[src/rtl/mem_address_scanner.sv]
// BRAM port-B inspection address generator: debounced inc/dec buttons, periodic auto-scan
// and direct load, producing a registered, range-limited, wrapping address.
module mem_address_scanner #(
    parameter int P_ADDRESS_WIDTH   = 10,
    parameter int P_DEBOUNCE_CYCLES = 500000,
    parameter int P_SCAN_PERIOD     = 50000000,
    parameter int P_MIN_ADDRESS     = 0,
    parameter int P_MAX_ADDRESS     = 1023
) (
    input  logic                       I_CLK,
    input  logic                       I_RESET,
    input  logic                       I_BTN_INC,
    input  logic                       I_BTN_DEC,
    input  logic                       I_SCAN_ENABLE,
    input  logic                       I_LOAD,
    input  logic [P_ADDRESS_WIDTH-1:0] I_LOAD_ADDRESS,
    output logic [P_ADDRESS_WIDTH-1:0] O_MEM_ADDRESS_B,
    output logic                       O_STEP_PULSE,
    output logic                       O_SCAN_ACTIVE
);

    localparam int AW = P_ADDRESS_WIDTH;
    localparam int DW = (P_DEBOUNCE_CYCLES > 2) ? $clog2(P_DEBOUNCE_CYCLES) : 1;
    localparam int SW = (P_SCAN_PERIOD > 2) ? $clog2(P_SCAN_PERIOD) : 1;

    localparam logic [DW-1:0] DEB_LAST  = DW'(P_DEBOUNCE_CYCLES - 1);
    localparam logic [SW-1:0] SCAN_LAST = SW'(P_SCAN_PERIOD - 1);
    localparam logic [AW-1:0] ADDR_MIN  = AW'(P_MIN_ADDRESS);
    localparam logic [AW-1:0] ADDR_MAX  = AW'(P_MAX_ADDRESS);

    localparam logic [0:0] S_IDLE = 1'b0;
    localparam logic [0:0] S_SCAN = 1'b1;

    function automatic logic [AW-1:0] addr_inc(input logic [AW-1:0] a);
        if (a >= ADDR_MAX) begin
            addr_inc = ADDR_MIN;
        end else begin
            addr_inc = a + AW'(1);
        end
    endfunction

    function automatic logic [AW-1:0] addr_dec(input logic [AW-1:0] a);
        if (a <= ADDR_MIN) begin
            addr_dec = ADDR_MAX;
        end else begin
            addr_dec = a - AW'(1);
        end
    endfunction

    function automatic logic [AW-1:0] addr_clamp(input logic [AW-1:0] a);
        if (a < ADDR_MIN) begin
            addr_clamp = ADDR_MIN;
        end else if (a > ADDR_MAX) begin
            addr_clamp = ADDR_MAX;
        end else begin
            addr_clamp = a;
        end
    endfunction

    // bit 0 = inc button, bit 1 = dec button, bit 2 = scan switch
    logic [2:0]         sync1_q, sync2_q;
    logic [1:0][DW-1:0] deb_cnt_q, deb_cnt_d;
    logic [1:0]         deb_q, deb_d, deb_dly_q;
    logic [1:0]         step_s;
    logic [0:0]         state_q, state_d;
    logic [SW-1:0]      presc_q, presc_d;
    logic [AW-1:0]      addr_q, addr_d;
    logic               pulse_q, pulse_d;
    logic               scan_active_q;
    logic               tick_s;

    // Debounce: level flips only after DEB cycles of uninterrupted disagreement
    always_comb begin
        deb_cnt_d = deb_cnt_q;
        deb_d     = deb_q;
        for (int i = 0; i < 2; i++) begin
            if (sync2_q[i] != deb_q[i]) begin
                if (deb_cnt_q[i] == DEB_LAST) begin
                    deb_d[i]     = sync2_q[i];
                    deb_cnt_d[i] = {DW{1'b0}};
                end else begin
                    deb_cnt_d[i] = deb_cnt_q[i] + DW'(1);
                end
            end else begin
                deb_cnt_d[i] = {DW{1'b0}};
            end
        end
    end

    assign step_s = deb_q & ~deb_dly_q;
    assign tick_s = (state_q == S_SCAN) && (presc_q == SCAN_LAST);

    // Scan FSM, prescaler and prioritised address update (load > step > tick)
    always_comb begin
        state_d = state_q;
        presc_d = presc_q;
        addr_d  = addr_q;
        pulse_d = 1'b0;
        case (state_q)
            S_IDLE: begin
                presc_d = {SW{1'b0}};
                if (sync2_q[2]) begin
                    state_d = S_SCAN;
                end else begin
                    state_d = S_IDLE;
                end
            end
            S_SCAN: begin
                if (!sync2_q[2]) begin
                    state_d = S_IDLE;
                    presc_d = {SW{1'b0}};
                end else if (presc_q == SCAN_LAST) begin
                    presc_d = {SW{1'b0}};
                end else begin
                    presc_d = presc_q + SW'(1);
                end
            end
            default: begin
                state_d = S_IDLE;
                presc_d = {SW{1'b0}};
            end
        endcase

        if (I_LOAD) begin
            addr_d  = addr_clamp(I_LOAD_ADDRESS);
            pulse_d = 1'b1;
            presc_d = {SW{1'b0}};
        end else if (step_s == 2'b01) begin
            addr_d  = addr_inc(addr_q);
            pulse_d = 1'b1;
            presc_d = {SW{1'b0}};
        end else if (step_s == 2'b10) begin
            addr_d  = addr_dec(addr_q);
            pulse_d = 1'b1;
            presc_d = {SW{1'b0}};
        end else if (step_s == 2'b11) begin
            // simultaneous inc and dec cancel and also swallow any tick this cycle
            addr_d  = addr_q;
        end else if (tick_s) begin
            addr_d  = addr_inc(addr_q);
            pulse_d = 1'b1;
        end else begin
            addr_d  = addr_q;
        end
    end

    // State registers with asynchronous active-high reset
    always_ff @(posedge I_CLK or posedge I_RESET) begin
        if (I_RESET) begin
            sync1_q       <= 3'b000;
            sync2_q       <= 3'b000;
            deb_cnt_q     <= {2*DW{1'b0}};
            deb_q         <= 2'b00;
            deb_dly_q     <= 2'b00;
            state_q       <= S_IDLE;
            presc_q       <= {SW{1'b0}};
            addr_q        <= ADDR_MIN;
            pulse_q       <= 1'b0;
            scan_active_q <= 1'b0;
        end else begin
            sync1_q       <= {I_SCAN_ENABLE, I_BTN_DEC, I_BTN_INC};
            sync2_q       <= sync1_q;
            deb_cnt_q     <= deb_cnt_d;
            deb_q         <= deb_d;
            deb_dly_q     <= deb_q;
            state_q       <= state_d;
            presc_q       <= presc_d;
            addr_q        <= addr_d;
            pulse_q       <= pulse_d;
            scan_active_q <= (state_d == S_SCAN);
        end
    end

    assign O_MEM_ADDRESS_B = addr_q;
    assign O_STEP_PULSE    = pulse_q;
    assign O_SCAN_ACTIVE   = scan_active_q;

endmodule

[config.mk]
export PLATFORM = sky130hd
export DESIGN_NAME = mem_address_scanner
export DESIGN_NICKNAME = d
export VERILOG_FILES = /design/src/rtl/mem_address_scanner.sv
export SDC_FILE = /design/constraint.sdc
export NUM_CORES = 1
export LEC_CHECK = 0
export BUFFER_PORTS_ARGS = -buffer_cell sky130_fd_sc_hd__buf_2
export CAP_MARGIN = 30
export CORE_AREA = 2 2 103 105
export CTS_BUF_LIST = sky130_fd_sc_hd__clkbuf_8
export CTS_CLUSTER_SIZE = 28
export DETAILED_ROUTE_END_ITERATION = 12
export DIE_AREA = 0 0 105 107
export MAX_ROUTING_LAYER = met4
export SYNTH_ARGS = -nofsm -noshare
export SYNTH_HDL_FRONTEND = slang
export SYNTH_SLANG_ARGS = --single-unit
[constraint.sdc]
create_clock -name I_CLK -period 3.4 [get_ports I_CLK]
set_clock_uncertainty 0.15 [all_clocks]
set_input_delay 0.85 -clock I_CLK [delete_from_list [all_inputs] [get_ports I_CLK]]
set_output_delay 0.85 -clock I_CLK [all_outputs]
set_load 0.005 [all_outputs]
==> out/results.ini <==
[status]
status=completed

[clock_network]
hold_buffers=0
clock_sinks=86
cts_buffers=9
clk_latency_ns=0.35
cts_resized=0
cts_max_level=3
ctsRootBufferMaster=clkbuf_8
clk_pin_slew_ns=0.09
post_cts_buffers=0
cts.path.max_buffers=2
cts_tree=done

[synth]
netlist_area_sq_mm=0.00457
async_reset_ff_frac=1.00
ys_seq_area_frac=0.470
synth.area.top_cells=dfrtp_1 (47%), xnor2_1 (7.7%), nor2_1 (7.5%)
synth_top_area_cell=dfrtp_1
synth_edf_count=0
ys_warn_count=0
synth_top_area_share=0.470
synth.distinct_cells=48
avgSynthCellArea_sq_um=9.30
synth-main-ff-cell=dfrtp_1
synth_common_cells=nor2_1 (91), dfrtp_1 (86), xnor2_1 (40)
ys_ff_latch=86
synth.net_count=516
synth_cells=492
yosysMostFrequentCell=nor2_1

[route]
ant_nets=0
viasPerCell=5.42
drt_iter0_markers=125
wl_per_cell_um=14.1
dr.pass1.iters=6
vias=3547
drc_errors=0
drt-total-wl_um=9220

[die]
rows=37
pin_count=28
dieArea_sq_mm=0.0112
die_h_um=107
initial_core_util=0.453
core_sq_mm=0.0101
die_x_um=105

[power_and_ir_drop]
leakage_nw=1.97
p_total_mw=2.02
power_density_mw_per_mm2=402
vdd_ir_drop_max_mv=0.223

[final_layout]
syn_to_final_growth_pct=10.2
drive_gt1_frac=0.122
fin_nets=537
fillers=973
diodes=0

[worst_setup_path]
r2r_slack_ns=0.73
cp-start-kind=flip-flop
crit_type=reg2reg
cp_max_fo=4
rr_startpoint=presc_q[16]
worstRegToRegCells=5
critPathLaunch=presc_q[16]
worst_setup_path_end_kind=flip-flop
required_ns=3.49
crit_end=O_MEM_ADDRESS_B[0]
r2r_end=O_MEM_ADDRESS_B[0]
crit_arrival_ns=2.76

[flow_run]
maxCapViolations=0

[hold_path]
hp-class=reg2reg

[grt]
grtUsageTotal=0.184
gr-total-overflow=0
grt_start_max_net_pins=87
grt_pass1_wl_um=16500
antenna_found_initial=0
grt_pass1_vias=3583

[sta]
worstMarginPinSlew_ns=0.815
setup_viol_count_final=0
period_share=0.786
period_minus_slack_ns=2.67
maxClockFrequency_mhz=374
hold_viol_final=0
slew_violations=0
relSlewSlack=0.457
rsz0062_at_grt=no
tns_ns=0

[placement]
numPortBuffers=27
hpwlAfterDp_um=6300
globalplace.congestion=0.870

==> cells by family (layout without fill, tap and decap cells) <==
kind of cell / after synthesis / count (layout) / synth area share
fa+ha+maj: 8 / 8 / 0.0219
buf+inv: 36 / 62 / 0.0295
compound gates: 45 / 45 / 0.0676
mux: 8 / 8 / 0.0189
flops: 86 / 86 / 0.470
simple gates: 251 / 251 / 0.281
xor+xnor: 58 / 58 / 0.111
==> per-stage QoR <==
stage / area [sq um] / std cells / utilization / setup slack (ns) / hold slack (ns)
CTS: 5040 / 654 / 0.500 / 0.703 / 0.207
global placement: 4830 / 638 / 0.479 / 0.788 / 0.183
global route: 5040 / 654 / 0.500 / 0.494 / 0.209
detailed placement: 4830 / 638 / 0.479 / 0.728 / 0.185
finish: 5040 / 654 / 0.500 / 0.727 / 0.204
floorplan: 4570 / 492 / - / 0.178 / 0.181
==> placed cells by master, fill, tap and decap left out, types with 7 or more instances in the layout <==
| master | count |
|---|---|
| nor2_1 | 91 |
| dfrtp_1 | 86 |
| xnor2_1 | 40 |
| nand2_1 | 30 |
| nand3_1 | 28 |
| buf_2 | 27 |
| inv_1 | 18 |
| xor2_1 | 18 |
| nor4_1 | 16 |
| nor3_1 | 16 |
| nand4_1 | 14 |
| clkbuf_8 | 11 |
| o21ai_0 | 9 |
| ha_1 | 8 |
| or4_1 | 7 |
| or2_2 | 7 |
| a21oi_1 | 7 |
| and4_1 | 7 |
==> where the power goes <==
group / total [mW] / switching (mW) / internal (mW)
combinational: 0.177 / 0.0993 / 0.0778
sequential: 1.10 / 0.0527 / 1.05
clock: 0.745 / 0.365 / 0.380
==> how the worst min path moves through the flow <==
stage | startpoint | to | slack (ns) | cells after the start
floorplan | sync1_q[0] | sync2_q[0] | 0.18 | 0
global placement | sync1_q[2] | sync2_q[2] | 0.18 | 0
detailed placement | sync1_q[2] | sync2_q[2] | 0.18 | 0
CTS | sync1_q[1] | sync2_q[1] | 0.21 | 0
global route | sync1_q[1] | sync2_q[1] | 0.21 | 0
finish | sync1_q[2] | sync2_q[2] | 0.20 | 0
==> layout make-up <==
class | count | area [sq um] | share of cell area
Timing Repair Buffer | 28 | 155 | 0.0308
Sequential cell | 86 | 2150 | 0.427
Inverter | 18 | 68.8 | 0.0137
Clock buffer | 11 | 151 | 0.0300
Tap cell | 136 | 170 | 0.0338
Clock inverter | 5 | 56.3 | 0.0112
Multi-Input combinational cell | 370 | 2290 | 0.454
==> critical path, stage by stage (launching register included) <==
cell and delay, ns:
dfrtp_1 0.43, or3b_2 0.49, nor4_1 0.50, a21oi_1 0.21, nor2_1 0.38, mux2_2 0.39
==> registers in the layout, indices dropped and copies added, names as in the netlist <==
| signal | count |
|---|---|
| O_STEP_PULSE | 1 |
| deb_q | 2 |
| presc_q | 26 |
| O_SCAN_ACTIVE | 1 |
| sync1_q | 3 |
| deb_dly_q | 2 |
| sync2_q | 3 |
| deb_cnt_q | 38 |
| O_MEM_ADDRESS_B | 10 |
==> metal layers <==
metal | share of wire | global-route usage | vias to the layer above
met5 | 0 | - | -
met3 | 0.031 | 0.0292 | 9
li1 | - | - | 1760
met2 | 0.45 | 0.286 | 60
met1 | 0.50 | 0.244 | 1718
met4 | 0.013 | 0.0705 | 0
(Power assumes the default switching activity.)
